File: config.mk
export PLATFORM = sky130hd
export DESIGN_NAME = alu_rr_arbiter_flat
export DESIGN_NICKNAME = d
export VERILOG_FILES = /design/src/rtl/alu_rr_arbiter_if.sv /design/src/rtl/alu_rr_arbiter.sv /design/src/flat_wrapper.sv
export SDC_FILE = /design/constraint.sdc
export NUM_CORES = 1
export LEC_CHECK = 0
export BUFFER_PORTS_ARGS = -buffer_cell sky130_fd_sc_hd__clkbuf_2
export CORE_MARGIN = 10
export CORE_UTILIZATION = 55
export DETAILED_ROUTE_END_ITERATION = 8
export PLACE_DENSITY = 0.76
export RECOVER_POWER = 50
export SYNTH_ARGS = -nofsm -noshare
export SYNTH_HDL_FRONTEND = slang
export SYNTH_SLANG_ARGS = --single-unit
File: constraint.sdc
create_clock -name clk -period 11.35 [get_ports clk]
set_clock_uncertainty 0.05 [all_clocks]
set_input_delay 0.5675 -clock clk [delete_from_list [all_inputs] [get_ports clk]]
set_output_delay 0.5675 -clock clk [all_outputs]
set_load 0.005 [all_outputs]
File: src/rtl/alu_rr_arbiter_if.sv
// Request/response bundle for alu_rr_arbiter.
//   r0_* / r1_* : per-requester valid/ready handshake carrying operand A,
//                 operand B and a 4-bit ALU opcode.
//   rsp_*       : single shared response channel carrying the registered
//                 ALU result and the ID of the requester that issued it.
// The master modport is the side that issues operations and consumes
// responses. The slave modport is the arbiter.
interface alu_rr_arbiter_if;
    logic       r0_valid;
    logic       r0_ready;
    logic [7:0] r0_a;
    logic [7:0] r0_b;
    logic [3:0] r0_sel;
    logic       r1_valid;
    logic       r1_ready;
    logic [7:0] r1_a;
    logic [7:0] r1_b;
    logic [3:0] r1_sel;
    logic       rsp_valid;
    logic       rsp_ready;
    logic       rsp_id;
    logic [7:0] rsp_result;

    modport master (
        output r0_valid, r0_a, r0_b, r0_sel,
        output r1_valid, r1_a, r1_b, r1_sel,
        output rsp_ready,
        input  r0_ready, r1_ready,
        input  rsp_valid, rsp_id, rsp_result
    );

    modport slave (
        input  r0_valid, r0_a, r0_b, r0_sel,
        input  r1_valid, r1_a, r1_b, r1_sel,
        input  rsp_ready,
        output r0_ready, r1_ready,
        output rsp_valid, rsp_id, rsp_result
    );
endinterface

File: src/rtl/alu_rr_arbiter.sv
// alu_rr_arbiter: shares one combinational 8-bit ALU between two requesters.
// A round-robin arbiter accepts one operation at a time, registers its
// operands, evaluates the ALU for one cycle and holds the tagged result on
// the response channel until it is consumed.
// Ports:
//   clk      : single clock, rising edge.
//   rst_n    : synchronous active-low reset.
//   bus      : alu_rr_arbiter_if.slave (request ports r0/r1, response port).
//   busy     : high whenever the controller is not idle.
//   op_count : completed response handshakes, wraps modulo 2^CNT_W.
// Also contains alu_8bit, the shared combinational ALU
// (A, B, ALU_Sel -> ALU_Result).

module alu_8bit (
    input  logic [7:0] A,
    input  logic [7:0] B,
    input  logic [3:0] ALU_Sel,
    output logic [7:0] ALU_Result
);
    // Opcode decode. Division by zero yields 0 so the result is always defined.
    always_comb begin
        ALU_Result = 8'h00;
        case (ALU_Sel)
            4'b0000: ALU_Result = A + B;
            4'b0001: ALU_Result = A - B;
            4'b0010: ALU_Result = A * B;
            4'b0011: begin
                if (B == 8'h00) begin
                    ALU_Result = 8'h00;
                end else begin
                    ALU_Result = A / B;
                end
            end
            4'b0100: ALU_Result = {A[6:0], 1'b0};
            4'b0101: ALU_Result = {1'b0, A[7:1]};
            4'b0110: ALU_Result = {A[6:0], A[7]};
            4'b0111: ALU_Result = {A[0], A[7:1]};
            4'b1000: ALU_Result = A & B;
            4'b1001: ALU_Result = A | B;
            4'b1010: ALU_Result = A ^ B;
            4'b1011: ALU_Result = ~(A | B);
            4'b1100: ALU_Result = ~(A & B);
            4'b1101: ALU_Result = ~(A ^ B);
            4'b1110: ALU_Result = (A > B) ? 8'h01 : 8'h00;
            4'b1111: ALU_Result = (A == B) ? 8'h01 : 8'h00;
            default: ALU_Result = 8'h00;
        endcase
    end
endmodule

module alu_rr_arbiter #(
    parameter int CNT_W = 16
) (
    input  logic                clk,
    input  logic                rst_n,
    alu_rr_arbiter_if.slave     bus,
    output logic                busy,
    output logic [CNT_W-1:0]    op_count
);
    typedef enum logic [1:0] {
        IDLE = 2'd0,
        EXEC = 2'd1,
        RESP = 2'd2
    } state_t;

    state_t             state_r;
    state_t             state_nxt_s;
    logic               last_grant_r;
    logic               id_r;
    logic [7:0]         op_a_r;
    logic [7:0]         op_b_r;
    logic [3:0]         op_sel_r;
    logic               rsp_valid_r;
    logic               rsp_id_r;
    logic [7:0]         rsp_result_r;
    logic [CNT_W-1:0]   op_count_r;
    logic               winner_s;
    logic               grant0_s;
    logic               grant1_s;
    logic               rsp_hs_s;
    logic [7:0]         alu_result_s;

    alu_8bit u_alu (
        .A          (op_a_r),
        .B          (op_b_r),
        .ALU_Sel    (op_sel_r),
        .ALU_Result (alu_result_s)
    );

    // Arbitration and next-state logic. Grants are also held off while
    // rst_n is low so no handshake can be seen during reset.
    always_comb begin
        winner_s    = 1'b0;
        grant0_s    = 1'b0;
        grant1_s    = 1'b0;
        rsp_hs_s    = 1'b0;
        state_nxt_s = state_r;
        if (bus.r0_valid && bus.r1_valid) begin
            winner_s = ~last_grant_r;
        end else if (bus.r1_valid) begin
            winner_s = 1'b1;
        end else begin
            winner_s = 1'b0;
        end
        grant0_s = rst_n && (state_r == IDLE) && bus.r0_valid && !winner_s;
        grant1_s = rst_n && (state_r == IDLE) && bus.r1_valid &&  winner_s;
        rsp_hs_s = (state_r == RESP) && rsp_valid_r && bus.rsp_ready;
        case (state_r)
            IDLE: begin
                if (grant0_s || grant1_s) begin
                    state_nxt_s = EXEC;
                end else begin
                    state_nxt_s = IDLE;
                end
            end
            EXEC: state_nxt_s = RESP;
            RESP: begin
                if (rsp_hs_s) begin
                    state_nxt_s = IDLE;
                end else begin
                    state_nxt_s = RESP;
                end
            end
            default: state_nxt_s = IDLE;
        endcase
    end

    // State register.
    always_ff @(posedge clk) begin
        if (!rst_n) begin
            state_r <= IDLE;
        end else begin
            state_r <= state_nxt_s;
        end
    end

    // Operand capture on the request handshake, result capture after the
    // single EXEC cycle, response retirement and completion counting.
    always_ff @(posedge clk) begin
        if (!rst_n) begin
            last_grant_r <= 1'b1;
            id_r         <= 1'b0;
            op_a_r       <= 8'h00;
            op_b_r       <= 8'h00;
            op_sel_r     <= 4'h0;
            rsp_valid_r  <= 1'b0;
            rsp_id_r     <= 1'b0;
            rsp_result_r <= 8'h00;
            op_count_r   <= '0;
        end else begin
            if (grant0_s || grant1_s) begin
                op_a_r       <= grant1_s ? bus.r1_a   : bus.r0_a;
                op_b_r       <= grant1_s ? bus.r1_b   : bus.r0_b;
                op_sel_r     <= grant1_s ? bus.r1_sel : bus.r0_sel;
                id_r         <= grant1_s;
                last_grant_r <= grant1_s;
            end
            if (state_r == EXEC) begin
                rsp_result_r <= alu_result_s;
                rsp_id_r     <= id_r;
                rsp_valid_r  <= 1'b1;
            end else if (rsp_hs_s) begin
                rsp_valid_r  <= 1'b0;
                op_count_r   <= op_count_r + CNT_W'(1);
            end
        end
    end

    assign bus.r0_ready   = grant0_s;
    assign bus.r1_ready   = grant1_s;
    assign bus.rsp_valid  = rsp_valid_r;
    assign bus.rsp_id     = rsp_id_r;
    assign bus.rsp_result = rsp_result_r;
    assign busy           = (state_r != IDLE);
    assign op_count       = op_count_r;
endmodule

File: src/flat_wrapper.sv
// flat-port wrapper written by rule: the top's interface ports become plain ports
module alu_rr_arbiter_flat 
#(
    parameter int CNT_W = 16
)
  (clk, rst_n, busy, op_count, bus_r0_valid, bus_r0_a, bus_r0_b, bus_r0_sel, bus_r1_valid, bus_r1_a, bus_r1_b, bus_r1_sel, bus_rsp_ready, bus_r0_ready, bus_r1_ready, bus_rsp_valid, bus_rsp_id, bus_rsp_result);
  alu_rr_arbiter_if bus_i ();
  input  logic clk;
  input  logic rst_n;
  output logic busy;
  output logic [CNT_W-1:0] op_count;
  input wire logic [$bits(bus_i.r0_valid)-1:0] bus_r0_valid;
  input wire logic [$bits(bus_i.r0_a)-1:0] bus_r0_a;
  input wire logic [$bits(bus_i.r0_b)-1:0] bus_r0_b;
  input wire logic [$bits(bus_i.r0_sel)-1:0] bus_r0_sel;
  input wire logic [$bits(bus_i.r1_valid)-1:0] bus_r1_valid;
  input wire logic [$bits(bus_i.r1_a)-1:0] bus_r1_a;
  input wire logic [$bits(bus_i.r1_b)-1:0] bus_r1_b;
  input wire logic [$bits(bus_i.r1_sel)-1:0] bus_r1_sel;
  input wire logic [$bits(bus_i.rsp_ready)-1:0] bus_rsp_ready;
  output wire logic [$bits(bus_i.r0_ready)-1:0] bus_r0_ready;
  output wire logic [$bits(bus_i.r1_ready)-1:0] bus_r1_ready;
  output wire logic [$bits(bus_i.rsp_valid)-1:0] bus_rsp_valid;
  output wire logic [$bits(bus_i.rsp_id)-1:0] bus_rsp_id;
  output wire logic [$bits(bus_i.rsp_result)-1:0] bus_rsp_result;
  assign bus_i.r0_valid = bus_r0_valid;
  assign bus_i.r0_a = bus_r0_a;
  assign bus_i.r0_b = bus_r0_b;
  assign bus_i.r0_sel = bus_r0_sel;
  assign bus_i.r1_valid = bus_r1_valid;
  assign bus_i.r1_a = bus_r1_a;
  assign bus_i.r1_b = bus_r1_b;
  assign bus_i.r1_sel = bus_r1_sel;
  assign bus_i.rsp_ready = bus_rsp_ready;
  assign bus_r0_ready = bus_i.r0_ready;
  assign bus_r1_ready = bus_i.r1_ready;
  assign bus_rsp_valid = bus_i.rsp_valid;
  assign bus_rsp_id = bus_i.rsp_id;
  assign bus_rsp_result = bus_i.rsp_result;
  alu_rr_arbiter #(.CNT_W(CNT_W)) u_core (.clk(clk), .rst_n(rst_n), .bus(bus_i), .busy(busy), .op_count(op_count));
endmodule
==> impl_metrics.tcl <==
set metrics [dict create \
    cts_sinks 50 \
    clockBufferDepth 2 \
    dpl.hpwl_um 14700 \
    diodes 0 \
    synth_edf_count 0 \
    post-route-period-util 0.951 \
    hold_path_class "reg2reg" \
    cpMostUsedCell "ha_1" \
    worstSetupPathType "reg2reg" \
    setup.worst_path.start_class "flip-flop" \
    cts_tree "built" \
    cp_slowest_cell "nor4_4" \
    yosysSeqAreaShare 0.165 \
    die_y_um 125 \
    stdcell_count 995 \
    clock.fmax_mhz 92.6 \
    status "finished, final reports clean" \
    setup_viol_count_final 0 \
    grt_pass1_wl_um 30600 \
    synth.top_cells.by_area "dfxtp_1, ha_1, nand2_1" \
    fin_crit_ps 10800 \
    grt_overflow 0 \
    die_w_um 125 \
    post_drt_wl_per_cell_um 19.0 \
    grt_max_degree 44 \
    slew_headroom 0.168 \
    ctsHoldBuffers 0 \
    cts-root-buf "clkbuf_8" \
    synthTopCellsByCount "nand2_1, nor2_1, ha_1" \
    num_vias 6165 \
    synthCells 800 \
    synth.avg_cell_area_um2 7.57 \
    critPathCaptureType "flip-flop" \
    pin_count 74 \
    arrival_ps 10960 \
    synth_nets 939 \
    synth_area_leader_cell "dfxtp_1" \
    firstDrtPassIters 5 \
    grt_antenna_before_repair 0 \
    yosysWarnings 0 \
    syn_area_mm2 0.00606 \
    hold_viol 0 \
    worstPathRequired_ps 11510 \
    synth.distinct_cells 73 \
    async_reset_ff_frac 0 \
    ant_nets 0 \
    rows 38 \
    drt-total-wl_um 18900 \
    worst_pin_slew_ps 1250 \
    die-area_mm2 0.0156 \
    portBuffers 73 \
    layout-drive-gt1-share 0.119 \
    synth_top_flop_cell "dfxtp_1" \
    grt_pass1_vias 6053 \
    viasPerCell 6.20 \
    grt_use_total 0.229 \
    critPathMaxFanout 8 \
    clock_latency_ps 310 \
    syn_to_final_growth_pct 10.3 \
    drc 0 \
    synth_most_common_cell "nand2_1" \
    clk_pin_slew_ps 100 \
    place_inst 980 \
    max_cap_violations 0 \
    final_nets 994 \
    htreeDepth 2 \
    synth-seq-cells 50 \
    yosysTopAreaCellShare 0.165 \
    drt_first_iter_violations 630 \
    start_util 0.561 \
    finalMaxSlewViolations 0 \
    finalWeightedCongestion 0.967 \
    numCtsBuffers 5 \
    core_mm2 0.0108 \
    slowest_delay_ps 420 \
]
## sequential cells by signal, indices dropped and copies added, names as in the netlist
name and count:
u_core.state_r 2, u_core.op_a_r 8, u_core.bus.rsp_valid 1, u_core.op_count 16
u_core.bus.rsp_result 8, u_core.id_r 1, u_core.last_grant_r 1, u_core.bus.rsp_id 1
u_core.op_sel_r 4, u_core.op_b_r 8
## stage by stage
step | hold slack [ps] | TNS [ps] | util | instance area, µm² | setup WS [ps]
final | 404 | 0 | 0.619 | 6680 | 554
after floorplan | 382 | 0 | - | 6060 | 1310
after global routing | 438 | -120 | 0.619 | 6680 | -120
after global placement | 393 | 0 | 0.602 | 6500 | 691
after CTS | 412 | 0 | 0.612 | 6610 | 188
after detailed placement | 399 | 0 | 0.602 | 6500 | 192
## metal layers
metal	GRT usage	share of wire	vias up
li1	-	-	2952
met4	0.124	0.048	0
met2	0.346	0.44	324
met1	0.291	0.42	2829
met5	0	0	-
met3	0.0600	0.097	60
## what timing repair did
item,in CTS,in global routing
gates resized for setup,0,10
buffers inserted,0,8
endpoints found under the setup margin,0,1
## worst max-delay path, delay by kind of cell, from the launching register on
kind | cells | cell delay (ps)
DFF | 1 | 390
AOI/OAI and AO/OA | 25 | 4950
and+or+nand+nor | 11 | 2240
adders and majority gates | 7 | 2150
buffers and inverters | 3 | 570
muxes | 2 | 330
## cell families (layout without fill, tap and decap cells)
family | after synthesis | after routing | share of synthesized area
adder cells (fa/ha/maj) | 95 | 95 | 0.213
XOR/XNOR | 59 | 59 | 0.0853
multiplexers | 16 | 16 | 0.0295
flip-flops | 50 | 50 | 0.165
AND/OR/NAND/NOR | 272 | 272 | 0.205
buffers and inverters | 102 | 157 | 0.0665
AO/OA/AOI/OAI | 206 | 206 | 0.235
## path summary, 6_finish.rpt
check / start / endpoint / slack, ps / depth (start not counted)
max: u_core.op_b_r[4]$_SDFFE_PN0P_ / u_core.bus.rsp_result[0]$_SDFFE_PN0P_ / 550 / 48
min: u_core.id_r$_SDFFE_PN0P_ / u_core.bus.rsp_id$_SDFFE_PN0P_ / 400 / 2
max reg2reg: u_core.op_b_r[4]$_SDFFE_PN0P_ / u_core.bus.rsp_result[0]$_SDFFE_PN0P_ / 550 / 48
min reg2reg: u_core.id_r$_SDFFE_PN0P_ / u_core.bus.rsp_id$_SDFFE_PN0P_ / 400 / 2
## cell usage in the layout, fill, tap and decap left out, types with 9 or more instances in the layout
| master | n |
|---|---|
| nand2_1 | 95 |
| nor2_1 | 90 |
| ha_1 | 80 |
| inv_1 | 55 |
| dfxtp_1 | 50 |
| a21oi_1 | 49 |
| clkbuf_2 | 49 |
| xnor2_1 | 33 |
| o21ai_0 | 30 |
| xor2_1 | 26 |
| a311oi_1 | 22 |
| clkbuf_1 | 22 |
| buf_4 | 20 |
| nand3_1 | 16 |
| fa_1 | 14 |
| nand2b_1 | 12 |
| nor2b_1 | 9 |
| a31oi_1 | 9 |
| and3_1 | 9 |
## layout make-up
type	count	area, µm²
clock buffers	5	68.8
clock inverters	2	38.8
fillers	990	4110
inverters	57	214
multi-input cells	648	4700
flip-flops and latches	50	1000
well taps	140	175
repair buffers	93	485
Power is not shown: default switching activity piles up to over one toggle a cycle in this logic, so the estimate is an artifact.
